===== src/rtl/jtag_tap_driver.sv =====
// JTAG initiator: walks a target TAP through reset, IR-scan and DR-scan sequences
// and returns the TDO bits captured during Shift-IR/Shift-DR.
module jtag_tap_driver #(
  parameter  int unsigned MAX_LEN = 32,
  parameter  int unsigned CLK_DIV = 2,
  localparam int unsigned LW      = $clog2(MAX_LEN + 1)
) (
  input  logic               CK,
  input  logic               TRST,
  input  logic               cmd_valid,
  output logic               cmd_ready,
  input  logic               cmd_ir,
  input  logic               cmd_reset,
  input  logic [LW-1:0]      cmd_len,
  input  logic [MAX_LEN-1:0] cmd_data,
  output logic               rsp_valid,
  output logic [MAX_LEN-1:0] rsp_data,
  output logic               TCLK,
  output logic               TMS,
  output logic               TDI,
  input  logic               TDO
);

  localparam int unsigned   PW      = $clog2(2 * CLK_DIV);
  localparam logic [PW-1:0] PH_LAST = PW'(2 * CLK_DIV - 1);
  localparam logic [PW-1:0] PH_HIGH = PW'(CLK_DIV);

  typedef enum logic [2:0] {INIT_TLR, IDLE, PRE, SHIFT, POST, DONE} state_t;

  state_t             state, state_d;
  logic [PW-1:0]      ph, ph_d, ph_next;
  logic [2:0]         cnt, cnt_d;
  logic [LW-1:0]      bit_cnt, bit_d;
  logic [LW-1:0]      len_r, len_d;
  logic [MAX_LEN-1:0] data_r, data_d, cap, cap_d, rsp_data_d;
  logic               ir_r, ir_d, is_cmd, is_cmd_d;
  logic               ready_d, rsp_valid_d, tclk_d, tms_d, tdi_d;
  logic               tick_end, ticking;

  // Next-state, counters and registered-output values
  always_comb begin
    state_d     = state;
    ph_d        = ph;
    cnt_d       = cnt;
    bit_d       = bit_cnt;
    len_d       = len_r;
    data_d      = data_r;
    cap_d       = cap;
    ir_d        = ir_r;
    is_cmd_d    = is_cmd;
    ready_d     = 1'b0;
    rsp_valid_d = 1'b0;
    rsp_data_d  = rsp_data;
    tick_end    = (ph == PH_LAST);
    ph_next     = tick_end ? '0 : ph + PW'(1);

    case (state)
      INIT_TLR: begin
        ph_d = ph_next;
        if (tick_end) begin
          if (cnt == 3'd5) begin
            cnt_d    = '0;
            is_cmd_d = 1'b0;
            ready_d  = 1'b1;
            if (is_cmd) begin
              state_d     = DONE;
              rsp_valid_d = 1'b1;
              rsp_data_d  = '0;
            end else begin
              state_d = IDLE;
            end
          end else begin
            cnt_d = cnt + 3'd1;
          end
        end
      end
      IDLE, DONE: begin
        ready_d = 1'b1;
        state_d = IDLE;
        if (cmd_valid && cmd_ready) begin
          ready_d = 1'b0;
          ph_d    = '0;
          cnt_d   = '0;
          bit_d   = '0;
          cap_d   = '0;
          ir_d    = cmd_ir;
          data_d  = cmd_data;
          len_d   = (cmd_len > LW'(MAX_LEN)) ? LW'(MAX_LEN) : cmd_len;
          if (cmd_reset) begin
            is_cmd_d = 1'b1;
            state_d  = INIT_TLR;
          end else if (cmd_len == '0) begin
            // Zero-length scan completes without touching the TAP
            state_d     = DONE;
            ready_d     = 1'b1;
            rsp_valid_d = 1'b1;
            rsp_data_d  = '0;
          end else begin
            state_d = PRE;
          end
        end
      end
      PRE: begin
        ph_d = ph_next;
        if (tick_end) begin
          if (cnt == (ir_r ? 3'd3 : 3'd2)) begin
            state_d = SHIFT;
            cnt_d   = '0;
            bit_d   = '0;
          end else begin
            cnt_d = cnt + 3'd1;
          end
        end
      end
      SHIFT: begin
        ph_d = ph_next;
        if (tick_end) begin
          cap_d = cap | (MAX_LEN'(TDO) << bit_cnt);
          if (bit_cnt == len_r - LW'(1)) begin
            state_d = POST;
            cnt_d   = '0;
          end else begin
            bit_d = bit_cnt + LW'(1);
          end
        end
      end
      POST: begin
        ph_d = ph_next;
        if (tick_end) begin
          if (cnt == 3'd1) begin
            state_d     = DONE;
            cnt_d       = '0;
            ready_d     = 1'b1;
            rsp_valid_d = 1'b1;
            rsp_data_d  = cap;
          end else begin
            cnt_d = cnt + 3'd1;
          end
        end
      end
      default: state_d = INIT_TLR;
    endcase

    // TMS/TDI are launched only on the first CK cycle of each tick
    ticking = state_d inside {INIT_TLR, PRE, SHIFT, POST};
    tclk_d  = ticking && (ph_d >= PH_HIGH);
    tms_d   = TMS;
    tdi_d   = TDI;
    if (ticking && (ph_d == '0)) begin
      tdi_d = 1'b0;
      case (state_d)
        INIT_TLR: tms_d = (cnt_d < 3'd5);
        PRE:      tms_d = ir_d ? (cnt_d < 3'd2) : (cnt_d == 3'd0);
        SHIFT: begin
          tms_d = (bit_d == len_d - LW'(1));
          tdi_d = |(data_d & (MAX_LEN'(1) << bit_d));
        end
        default:  tms_d = (cnt_d == 3'd0);
      endcase
    end
  end

  // State and output registers
  always_ff @(posedge CK) begin
    if (!TRST) begin
      state     <= INIT_TLR;
      ph        <= '0;
      cnt       <= '0;
      bit_cnt   <= '0;
      len_r     <= '0;
      data_r    <= '0;
      cap       <= '0;
      ir_r      <= 1'b0;
      is_cmd    <= 1'b0;
      cmd_ready <= 1'b0;
      rsp_valid <= 1'b0;
      rsp_data  <= '0;
      TCLK      <= 1'b0;
      TMS       <= 1'b1;
      TDI       <= 1'b0;
    end else begin
      state     <= state_d;
      ph        <= ph_d;
      cnt       <= cnt_d;
      bit_cnt   <= bit_d;
      len_r     <= len_d;
      data_r    <= data_d;
      cap       <= cap_d;
      ir_r      <= ir_d;
      is_cmd    <= is_cmd_d;
      cmd_ready <= ready_d;
      rsp_valid <= rsp_valid_d;
      rsp_data  <= rsp_data_d;
      TCLK      <= tclk_d;
      TMS       <= tms_d;
      TDI       <= tdi_d;
    end
  end

endmodule


===== config.mk =====
export PLATFORM = sky130hd
export DESIGN_NAME = jtag_tap_driver
export DESIGN_NICKNAME = d
export VERILOG_FILES = /design/src/rtl/jtag_tap_driver.sv
export SDC_FILE = /design/constraint.sdc
export NUM_CORES = 1
export LEC_CHECK = 0
export ABC_AREA = 1
export CORE_MARGIN = 4
export CORE_UTILIZATION = 25
export CTS_CLUSTER_SIZE = 16
export DETAILED_ROUTE_END_ITERATION = 10
export GPL_ROUTABILITY_DRIVEN = 1
export PLACE_DENSITY = 0.52
export SLEW_MARGIN = 20
export SYNTH_ARGS = -nofsm -noshare
export SYNTH_HDL_FRONTEND = slang
export SYNTH_SLANG_ARGS = --single-unit

===== constraint.sdc =====
create_clock -name CK -period 4.85 [get_ports CK]
set_input_delay 0.97 -clock CK [delete_from_list [all_inputs] [get_ports CK]]
set_output_delay 0.97 -clock CK [all_outputs]
set_load 0.01 [all_outputs]

# ---- Word-level counts from Yosys, hierarchy flattened
# Index checks and enable logic that the tools add are counted.
dict set report word_totals {
  output_inout_bits 37
  register_bits 123
}
dict set report op_classes {
  mux 73
  magnitude_cmp 4
  n_reduce_logical 18
  addsub 5
  bitwise_logic 2
  n_eq_ne 24
  shift 2
}
# operator n
set op_table {}
lappend op_table {{32-bit 2-to-1 mux} 12}
lappend op_table {{32-bit one-hot mux with 3 select lines} 1}
lappend op_table {{32-bit one-hot mux with 2 select lines} 1}
lappend op_table {{3-bit 2-to-1 mux} 21}
lappend op_table {{6-bit 2-to-1 mux} 8}
lappend op_table {{32-bit bitwise AND} 1}
lappend op_table {{32-bit OR} 1}
lappend op_table {{32-bit OR reduction} 1}
lappend op_table {{1-bit by 6-bit left shift with 32-bit output} 1}
lappend op_table {{1-bit by 6-bit left shift with 32-bit output (first input constant)} 1}
lappend op_table {{3-bit one-hot mux with 5 select lines} 2}
lappend op_table {{1-bit 2-to-1 mux} 20}
lappend op_table {{2-bit != test (second input constant)} 10}
lappend op_table {{6-bit one-hot mux with 3 select lines} 1}
lappend op_table {{3-bit by 2-bit equality test with 1-bit output (second input constant)} 4}
lappend op_table {{3-bit equality test (second input constant)} 4}
lappend op_table {{6-bit equality test} 2}
lappend op_table {{6-bit by 1-bit subtractor with 6-bit output (second input constant)} 2}
lappend op_table {{3-bit zero test} 3}
lappend op_table {{1-bit one-hot mux with 3 select lines} 3}
lappend op_table {{9-bit AND reduction} 1}
lappend op_table {{6-bit by 1-bit adder with 6-bit output (second input constant)} 1}
lappend op_table {{3-bit by 1-bit equality test with 1-bit output (second input constant)} 2}
lappend op_table {{6-bit > comparator (second input constant)} 1}
lappend op_table {{other kinds (20)} 24}

# ---- Logic depth before layout (Yosys ltp)
# Gate-level depths: netlist of run 1.
dict set report depth {
  ltp_word 9
  ltp_mapped 23
}

# ---- Least setup slack after synthesis of run 1
# No wires, ideal clock.
dict set report synth_path {
  path_kind {input-to-reg}
  startpoint {input cmd_valid}
  endpoint {register TMS}
  required_time_ns 4.735
  setup_slack_ns 2.081
  stages 17
  n_path_buf 1
  setup_time_ns 0.115
  arrival_ns 2.655
  cell_sequence {nand2_1 -> nor2_4 -> inv_2 -> or2_0 -> buf_2 -> o22ai_2 -> inv_2 -> ha_1 -> nand2_1 -> nor2_1 -> xor2_1 -> xnor2_1 -> nor2_1 -> nand4_1 -> nand3_1 -> nand2_1 -> nand2_1}
}
dict set report synth_between {
  elab_chain_len 6
  word_cells_on_any_way 27
  cone_classes {1 x add/sub; 2 x order compare; 4 x eq/ne; 14 x mux; 6 x reduce/logical}
}
# element line_no
set synth_rtl {}
lappend synth_rtl {{start, declared} 10} ;# input logic cmd_valid,
lappend synth_rtl {{1-bit logical AND *} 80} ;# if (cmd_valid && cmd_ready) begin
lappend synth_rtl {{6-bit 2-to-1 mux / 3-bit 2-to-1 mux (equally long branches)} 80}
lappend synth_rtl {{6-bit 2-to-1 mux / 3-bit one-hot mux with 5 select lines (equally long branches)} 57} ;# case (state)
lappend synth_rtl {{6-bit by 1-bit subtractor with 6-bit output (tied with other cells)} 155} ;# tms_d = (bit_d == len_d - LW'(1));
lappend synth_rtl {{6-bit equality test (tied with other cells)} 155}
lappend synth_rtl {{1-bit one-hot mux with 3 select lines / 1-bit logical AND (equally long branches)} {151, 149}}
lappend synth_rtl {{end signal, assigned} 195} ;# TMS <= tms_d;
lappend synth_rtl {{end, declared} 19} ;# output logic TMS,
# Mark *: on every way between the ends. The rest lies on a longest branch, timed or not.
# A chain may end at the register's enable or synchronous reset.

# ---- Worst setup path after layout of run 1
dict set report layout_path {
  startpoint {input cmd_len[3]}
  endpoint {register rsp_data[27]}
}
dict set report layout_between {
  elab_chain_len 3
}
# element line_no
set layout_rtl {}
lappend layout_rtl {{start, declared} 14} ;# input logic [LW-1:0] cmd_len,
lappend layout_rtl {{6-bit zero test} 92} ;# end else if (cmd_len == '0) begin
lappend layout_rtl {{2-bit != test (no line)} -}
lappend layout_rtl {{9-bit AND reduction (no line)} -}
lappend layout_rtl {{end signal, assigned} 193} ;# rsp_data <= rsp_data_d;
lappend layout_rtl {{end, declared} 17} ;# output logic [MAX_LEN-1:0] rsp_data,
# Every way passes these cells.

==> impl_metrics.toml, run 1 <==
[cts]
clock_sink_count = 123
cts_buffers = 17
htree_levels = 4
clk_path_buf_depth = 2
ctsResizeCount = 0
clk_pin_slew_ns = 0.06
clk_latency_ns = 0.42
post_cts_buffers = 0
cts_tree = "built"
hold_buffers = 0
cts_root_buf = "clkbuf_16"

[worst_hold_path]
hp-class = "flop to flop"
min-delay-start = "is_cmd"
holdPathEnd = "is_cmd"
holdPathStages = 2

[place]
portBuffers = 80
gp_congestion = 0.832
place_area_sq_um = 7120
dp_hpwl_microns = 12100

[timing]
slew_headroom = 0.274
setup_violations = 0
grt_setup_unrepaired = "false"
setup_tns_ns = 0
tightest_slew_ns = 1.09
fmax_ghz = 0.309
min_period_over_period = 0.668
min_period_ns = 3.24
finalMaxSlewViolations = 0
clock_skew_ns = 0.0124
finalHoldViolations = 0

[critical_path]
critPathMaxFanout = 34
crit_path_start_kind = "input pin"
required_ns = 5.20
slowest_stage = "clkdlybuf4s50_1"
reg2reg_slack_ns = 1.82
r2r-start = "ph[0]"
r2r_end = "rsp_data[27]"
critical_path_class = "input pin to flop"
worstPathArrival_ns = 3.59
end_kind = "flop"
crit_top_cell = "inv_1"
max_stage_delay_ns = 0.40
ff2ff_path_depth = 12
worstPathCellList = "clkdlybuf4s50_1 -> inv_1 -> nand4_1 -> nor3_1 -> inv_1 -> nor2_1 -> nand2_1 -> o21ai_0 -> nor2_2 -> buf_4 -> inv_1 -> buf_4 -> nand3_1 -> a21oi_1"

[synthesis]
synth_area_sq_um = 6040
ys_top_cells_by_area = "dfxtp_1 (41%), nor2_1 (8.1%), nand2_1 (7.2%)"
ys.flop_type = "dfxtp_1"
yosysTopAreaCellShare = 0.408
yosysWarnings = 0
synth.distinct_cells = 45
yosysTopAreaCell = "dfxtp_1"
syn_inst = 848
synth-seq-cells = 123
syn_nets = 898
synth-async-reset-ratio = 0
yosysMostFrequentCell = "nor2_1"
synth-edff-count = 0
seq_area_frac_synth = 0.408
synth.cells.most_frequent = "nor2_1 (131), dfxtp_1 (123), nand2_1 (115)"
avgSynthCellArea_sq_um = 7.12

[global_route]
grt_pass1_vias = 5351
overflow = 0
track_usage = 0.128
grt_pass1_wl_microns = 27700
grt_max_degree = 40
antenna_found_initial = 0

[drt]
vias = 5452
avgViaCountPerCell = 4.37
routed_wirelength_microns = 16700
wire_per_inst_microns = 13.4
antenna_left = 0
drc_errors = 0
first_pass_iters = 4
drt_iter0_drc = 296

[floorplanning]
num_rows = 56
initial_utilization = 0.256
coreArea_sq_um = 23600
die_w_microns = 163
fp.dieArea_sq_um = 26700
fp.dieH_microns = 163
io-pin-count = 81

[status]
outcome = "finished clean"

[finish]
fin_nets = 966
design_area_sq_um = 7700
drive_above_1_share = 0.127
area_growth_pct = 27.5
fillers = 2572
diodes = 0

[power_and_ir_drop]
p_per_area_nw_per_um2 = 305
p_leak_nw = 3.44
ir_worst_vdd_v = 0.000226

[job]
drv_cap = 0
[state kept, by name, indices dropped and copies added, names as in the netlist, 2 cells and up]
name      flops
state         3
cnt           3
bit_cnt       6
ph            2
rsp_data     32
cap          32
data_r       32
len_r         6
[cell families after synthesis]
family,Yosys count,synth area share
xor+xnor,13,0.0213
buf+inv,153,0.102
flops,123,0.408
compound gates,129,0.117
fa+ha+maj,6,0.0124
simple gates,422,0.335
mux,2,0.00332
[worst max-delay path: cells and delay by family]
kind	cells	cell delay, ns
buf+inv	6	1.57
simple gates	6	0.64
compound gates	2	0.41
[layout by cell type, fill, tap and decap left out, types with 11 or more instances in the layout]
master and instances:
nor2_1 130, dfxtp_1 123, nand2_1 115, inv_1 97, clkdlybuf4s50_1 80, a21oi_1 70
nand3_1 65, o21ai_0 40, nand4_1 30, or2_2 30, nor3_1 19, clkbuf_16 17
inv_2 13, buf_4 11
[worst max path at each step]
stage | endpoint | from | slack, ns | cells after the start
finish | rsp_data[27] | cmd_len[3] | 1.61 | 14
global route | rsp_data[6] | cmd_len[3] | 1.28 | 14
CTS | rsp_data[27] | cmd_len[3] | 1.57 | 14
detailed placement | rsp_data[27] | cmd_len[3] | 1.14 | 14
global placement | rsp_data[2] | cmd_len[0] | 1.24 | 14
floorplan | TMS | cmd_valid | 2.08 | 17
[through the flow]
| stage | instances | total power, W | worst slack, ns | hold slack, ns | util |
|---|---|---|---|---|---|
| 2_1_floorplan | 848 | 0.00109 | 2.08 | 0.438 | - |
| 3_3_place_gp | 1216 | 0.00114 | 1.24 | 0.452 | 0.302 |
| 3_5_place_dp | 1216 | 0.00114 | 1.14 | 0.457 | 0.302 |
| 4_1_cts | 1248 | 0.00238 | 1.57 | 0.467 | 0.326 |
| 5_1_grt | 1248 | 0.00244 | 1.28 | 0.485 | 0.326 |
| 6_report | 1248 | 0.00235 | 1.61 | 0.463 | 0.326 |
[where the power goes]
group	internal, W	leakage (nW)	switching (W)
combinational	0.0000490	2.17	0.0000494
sequential	0.00102	0.991	0.00000426
clock	0.000685	0.276	0.000545
total	0.00175	3.44	0.000599
[layer usage]
metal,part of all wire,routed length (microns),global-route usage
met1,0.49,8170,0.174
met2,0.46,7620,0.203
met3,0.048,795,0.0331
met4,0.0061,101,0.0358
met5,0,0,0
[final cells by class]
class                           instances  area (sq um)  area share
Tap cell                              319           399      0.0519
Multi-Input combinational cell        572          2960       0.384
Timing Repair Buffer                   91           883       0.115
Sequential cell                       123          2460       0.320
Inverter                              111           417      0.0541
Clock inverter                         15           150      0.0195
Clock buffer                           17           425      0.0553
(Power assumes the default switching activity.)
==> run 2, diff against run 1 <==
==> constraint.sdc (replaced) <==
create_clock -name CK -period 3.3 [get_ports CK]
set_input_delay 0.66 -clock CK [delete_from_list [all_inputs] [get_ports CK]]
set_output_delay 0.66 -clock CK [all_outputs]
set_load 0.01 [all_outputs]
==> impl_metrics.toml, run 2 (synthesized netlist as in run 1, its figures left out) <==
[status]
outcome = "finished clean"

[floorplanning]
num_rows = 56
fp.dieArea_sq_um = 26700
io-pin-count = 81
initial_utilization = 0.256
fp.dieH_microns = 163
die_w_microns = 163
coreArea_sq_um = 23600

[critical_path]
critPathMaxFanout = 6
cp_top_family = "simple AND/OR/NAND/NOR gates"
worstPathCellList = "clkdlybuf4s50_1 -> nand2_1 -> nor2_4 -> inv_2 -> or2_0 -> o22ai_2 -> inv_2 -> ha_1 -> xor2_1 -> xor2_1 -> nor2_1 -> nand4_1 -> nand3_1 -> nand2_1 -> nand2_1"
required_ns = 3.65
critPathBufInv = 3
worstPathArrival_ns = 3.17
crit_path_start_kind = "input pin"
critical_path_class = "input pin to flop"
slowest_stage = "clkdlybuf4s50_1"
max_stage_delay_ns = 0.45
end_kind = "flop"
crit_top_cell = "nand2_1"

[power_and_ir_drop]
p_per_area_nw_per_um2 = 449
internal-power_w = 0.00273
finalPower_w = 0.00350
p_leak_nw = 3.50
p_sw_w = 0.000775
ir_worst_vdd_v = 0.000306
pwr-share-comb = 0.043
p_seq_frac = 0.429
netSwitchingFraction = 0.221
pwr-share-clk = 0.529

[timing]
slew_headroom = 0.549
finalHoldViolations = 0
whs_ns = 0.463
min_period_ns = 2.82
setup_tns_ns = 0
tightest_slew_ns = 0.668
fmax_ghz = 0.354
fin_ws_ns = 0.478
setup_violations = 0
clock_skew_ns = 0.0149
grt_setup_unrepaired = "false"
finalMaxSlewViolations = 0
min_period_over_period = 0.855

[cts]
clk_path_buf_depth = 2
post_cts_buffers = 0
cts_tree = "built"
clk_pin_slew_ns = 0.06
hold_buffers = 0
ctsResizeCount = 0
htree_levels = 4
clk_latency_ns = 0.41
clock_sink_count = 123
cts_buffers = 17
cts_root_buf = "clkbuf_16"

[job]
drv_cap = 0

[drt]
avgViaCountPerCell = 4.40
drt_iter0_drc = 293
routed_wirelength_microns = 16700
wire_per_inst_microns = 13.3
first_pass_iters = 5
drc_errors = 0
antenna_left = 0
vias = 5527

[global_route]
grt_pass1_wl_microns = 26700
track_usage = 0.125
grt_pass1_vias = 5152
grt_max_degree = 40
antenna_found_initial = 0
overflow = 0

[worst_hold_path]
hp-class = "flop to flop"

[place]
portBuffers = 80
dpl_worst_slack_ns = 0.111
dp_hpwl_microns = 12300
gp_congestion = 0.850

[finish]
reg.largest.list = "cap x32, data_r x32, rsp_data x32"
final_cell_mix = "nor2_1 (130), dfxtp_1 (123), nand2_1 (115), inv_1 (97), clkdlybuf4s50_1 (80)"
fin_nets = 974
drive_above_1_share = 0.134
diodes = 0
area_growth_pct = 29.2
layout_commonest_cell = "nor2_1"
run 2: cell types whose count changed in the layout (fill, tap and decap cells not counted):
cell        before  now
buf_4           11   17
inv_8            6    0
clkinv_2         0    4
clkinv_4         0    3
buf_12           0    2
bufinv_16        0    2
clkbuf_8         0    2
clkinvlp_4       3    1
inv_6            5    3
clkinv_8         1    0
run 2: per-layer routing:
metal  global-route usage  share of wire  up-vias
li1                     -              -     2907
met1                0.172           0.49     2496
met2                0.196           0.45      114
met3               0.0318          0.050       10
met4               0.0339         0.0081        0
met5                    0              0        -
run 2: worst register-to-register path, stage by stage, from the launching register on:
cell	delay (ns)
dfxtp_1	0.43
inv_1	0.06
nor2_1	0.24
inv_1	0.14
nor2_1	0.37
nand2_1	0.23
inv_1	0.12
nand2_1	0.11
nand3b_2	0.35
buf_4	0.19
xnor2_1	0.10
nor2_1	0.07
nand4_1	0.10
nand3_1	0.08
nand2_1	0.06
nand2_1	0.04
run 2: layout make-up:
type | instances | area, sq um
multi-input combinational | 572 | 2960
inverter | 111 | 417
sequential | 123 | 2460
clock inverter | 13 | 140
tap | 319 | 399
clock buffer | 19 | 453
fill | 2579 | 15800
timing repair buffer | 99 | 968
run 2: path summary, 6_finish.rpt:
kind	startpoint	end	slack, ns	cells past startpoint
max	cmd_valid	TMS	0.48	15
min reg2reg	rsp_data[12]	rsp_data[12]	0.46	2
min	rsp_data[12]	rsp_data[12]	0.46	2
max reg2reg	state[1]	TMS	0.51	15
run 2: power groups by stage:
stage / Combinational, W / Clock (W) / Sequential [W]
after floorplan: 0.0000626 / 0 / 0.00153
after global placement: 0.000151 / 0 / 0.00153
after detailed placement: 0.000150 / 0 / 0.00153
after CTS: 0.000151 / 0.00190 / 0.00150
after global routing: 0.000165 / 0.00197 / 0.00150
final: 0.000150 / 0.00185 / 0.00150
run 2: per-stage QoR:
| stage | cell area, sq um | utilization | cells |
|---|---|---|---|
| after floorplan | 6040 | - | 848 |
| after global placement | 7210 | 0.305 | 1224 |
| after detailed placement | 7210 | 0.305 | 1224 |
| after CTS | 7800 | 0.330 | 1256 |
| after global routing | 7800 | 0.330 | 1256 |
| final | 7800 | 0.330 | 1256 |
==> run 3, diff against run 2 <==
--- a/config.mk
+++ b/config.mk
@@ -11,7 +11,7 @@
 export CTS_CLUSTER_SIZE = 16
 export DETAILED_ROUTE_END_ITERATION = 10
 export GPL_ROUTABILITY_DRIVEN = 1
-export PLACE_DENSITY = 0.52
+export PLACE_DENSITY_LB_ADDON = 0.08
 export SLEW_MARGIN = 20
 export SYNTH_ARGS = -nofsm -noshare
 export SYNTH_HDL_FRONTEND = slang
==> constraint.sdc (replaced) <==
create_clock -name CK -period 3 [get_ports CK]
set_input_delay 0.6 -clock CK [delete_from_list [all_inputs] [get_ports CK]]
set_output_delay 0.6 -clock CK [all_outputs]
set_load 0.01 [all_outputs]
==> impl_metrics.toml, run 3 (synthesized netlist as in run 1, its figures left out) <==
[cts]
htree_levels = 4
clock_sink_count = 123
cts_tree = "built"
cts_root_buf = "clkbuf_16"
clk_pin_slew_ns = 0.06
clk_latency_ns = 0.42
hold_buffers = 0
cts_buffers = 17
clk_path_buf_depth = 2

[floorplanning]
fp.dieH_microns = 163
num_rows = 56
coreArea_sq_um = 23600
fp.dieArea_sq_um = 26700
io-pin-count = 81
die_w_microns = 163
initial_utilization = 0.256

[power_and_ir_drop]
pwr-share-comb = 0.042
ir_worst_vdd_v = 0.000367
p_seq_frac = 0.396
pwr-share-clk = 0.562
netSwitchingFraction = 0.225
p_leak_nw = 3.75
p_per_area_nw_per_um2 = 505
internal-power_w = 0.00323
p_sw_w = 0.000936

[drt]
first_pass_iters = 5
avgViaCountPerCell = 4.37
vias = 5675
drc_errors = 0
routed_wirelength_microns = 18300
drt_iter0_drc = 273
wire_per_inst_microns = 14.1
antenna_left = 0

[critical_path]
reg2reg_slack_ns = 0.32
r2r-start = "len_r[0]"
crit_path_start_kind = "flop"
critPathMaxFanout = 8
worstPathCellList = "inv_2 -> ha_1 -> xor2_1 -> nand3_1 -> nor2_4 -> nand3_4 -> nand2_2 -> nand2_1 -> nand3_2 -> nand3_4 -> nor2_4 -> nand4_1 -> nand3_1 -> nor2_1 -> nand3_1 -> nand2_1 -> nand2_1 -> nand2_1 -> a21oi_1"
required_ns = 3.35
ff2ff_path_depth = 19
worstPathArrival_ns = 3.03
crit_top_cell = "nand2_1"
max_stage_delay_ns = 0.36
r2r_end = "TDI"
end_kind = "flop"
critical_path_class = "flop to flop"
slowest_stage = "dfxtp_1"

[timing]
grt_setup_unrepaired = "false"
min_period_over_period = 0.892
setup_violations = 0
clock_skew_ns = 0.0161
finalMaxSlewViolations = 0
slew_headroom = 0.547
min_period_ns = 2.68
setup_tns_ns = 0
fmax_ghz = 0.374
finalHoldViolations = 0
tightest_slew_ns = 0.671

[finish]
reg.largest.list = "cap x32, data_r x32, rsp_data x32"
drive_above_1_share = 0.174
fin_nets = 1016
layout_commonest_cell = "nor2_1"
final_cell_mix = "nor2_1 (129), dfxtp_1 (123), nand2_1 (115), inv_1 (97), clkdlybuf4s50_1 (80)"
diodes = 0
area_growth_pct = 36.6
final_util = 0.349

[worst_hold_path]
hp-class = "flop to flop"
holdPathStages = 2
min-delay-start = "is_cmd"
holdPathEnd = "is_cmd"

[place]
gp_congestion = 0.803
portBuffers = 80
dp_hpwl_microns = 13500

[global_route]
overflow = 0
antenna_found_initial = 1
track_usage = 0.142
grt_pass1_vias = 5543
grt_pass1_wl_microns = 30100
grt_max_degree = 34

[status]
outcome = "finished clean"

[job]
drv_cap = 0
run 3: cell types whose count changed in the layout (fill, tap and decap cells not counted), sizes merged:
cell / previous run / this run
buf: 19 / 61
bufinv: 2 / 5
clkbuf: 19 / 17
clkinv: 8 / 4
inv: 113 / 116
run 3: area by class of cell:
cell class	count	area (sq um)
fill	2603	15400
multi-input combinational	572	2970
sequential	123	2460
timing repair buffer	141	1330
clock buffer	17	425
inverter	111	417
tap	319	399
clock inverter	15	235
run 3: repair_timing:
action,CTS,global route
setup buffers,0,4
endpoints found under the setup margin,0,1
resized for setup,0,3
run 3: worst max-delay path by stage:
stage / start / to / depth (start not counted)
after floorplan: cmd_valid / TMS / 17
after global placement: cmd_valid / TMS / 17
after detailed placement: cmd_valid / TMS / 17
after CTS: len_r[0] / TDI / 20
after global routing: len_r[0] / TDI / 21
final: len_r[0] / TDI / 19
run 3: power groups by stage:
stage	Sequential, W	Clock [W]	Combinational [W]
after detailed placement	0.00169	0	0.000177
final	0.00165	0.00234	0.000174
after CTS	0.00165	0.00240	0.000178
after global placement	0.00169	0	0.000179
after floorplan	0.00169	0	0.0000689
after global routing	0.00165	0.00248	0.000192
run 3: routing by layer:
| layer | vias up | GRT usage | wire length (microns) |
|---|---|---|---|
| li1 | 2993 | - | - |
| met1 | 2570 | 0.202 | 9330 |
| met2 | 99 | 0.219 | 8180 |
| met3 | 11 | 0.0293 | 661 |
| met4 | 2 | 0.0389 | 163 |
| met5 | - | 0 | 12 |
run 3: metrics by stage:
stage / hold slack [ns] / worst slack, ns / instances / total power [W] / instance area, sq um
global placement: 0.453 / -0.00826 / 1262 / 0.00187 / 7520
detailed placement: 0.453 / -0.00972 / 1262 / 0.00186 / 7520
global route: 0.477 / 0.0256 / 1298 / 0.00432 / 8250
finish: 0.457 / 0.324 / 1298 / 0.00416 / 8250
CTS: 0.465 / 0.211 / 1294 / 0.00423 / 8180
floorplan: 0.438 / 0.601 / 848 / 0.00176 / 6040
run 3: critical path: cells and delay by family, from the launching register on:
kind | cells | cell delay (ns)
simple gates | 15 | 1.62
flops | 1 | 0.36
fa+ha+maj | 1 | 0.31
xor+xnor | 1 | 0.14
compound gates | 1 | 0.10
buf+inv | 1 | 0.08
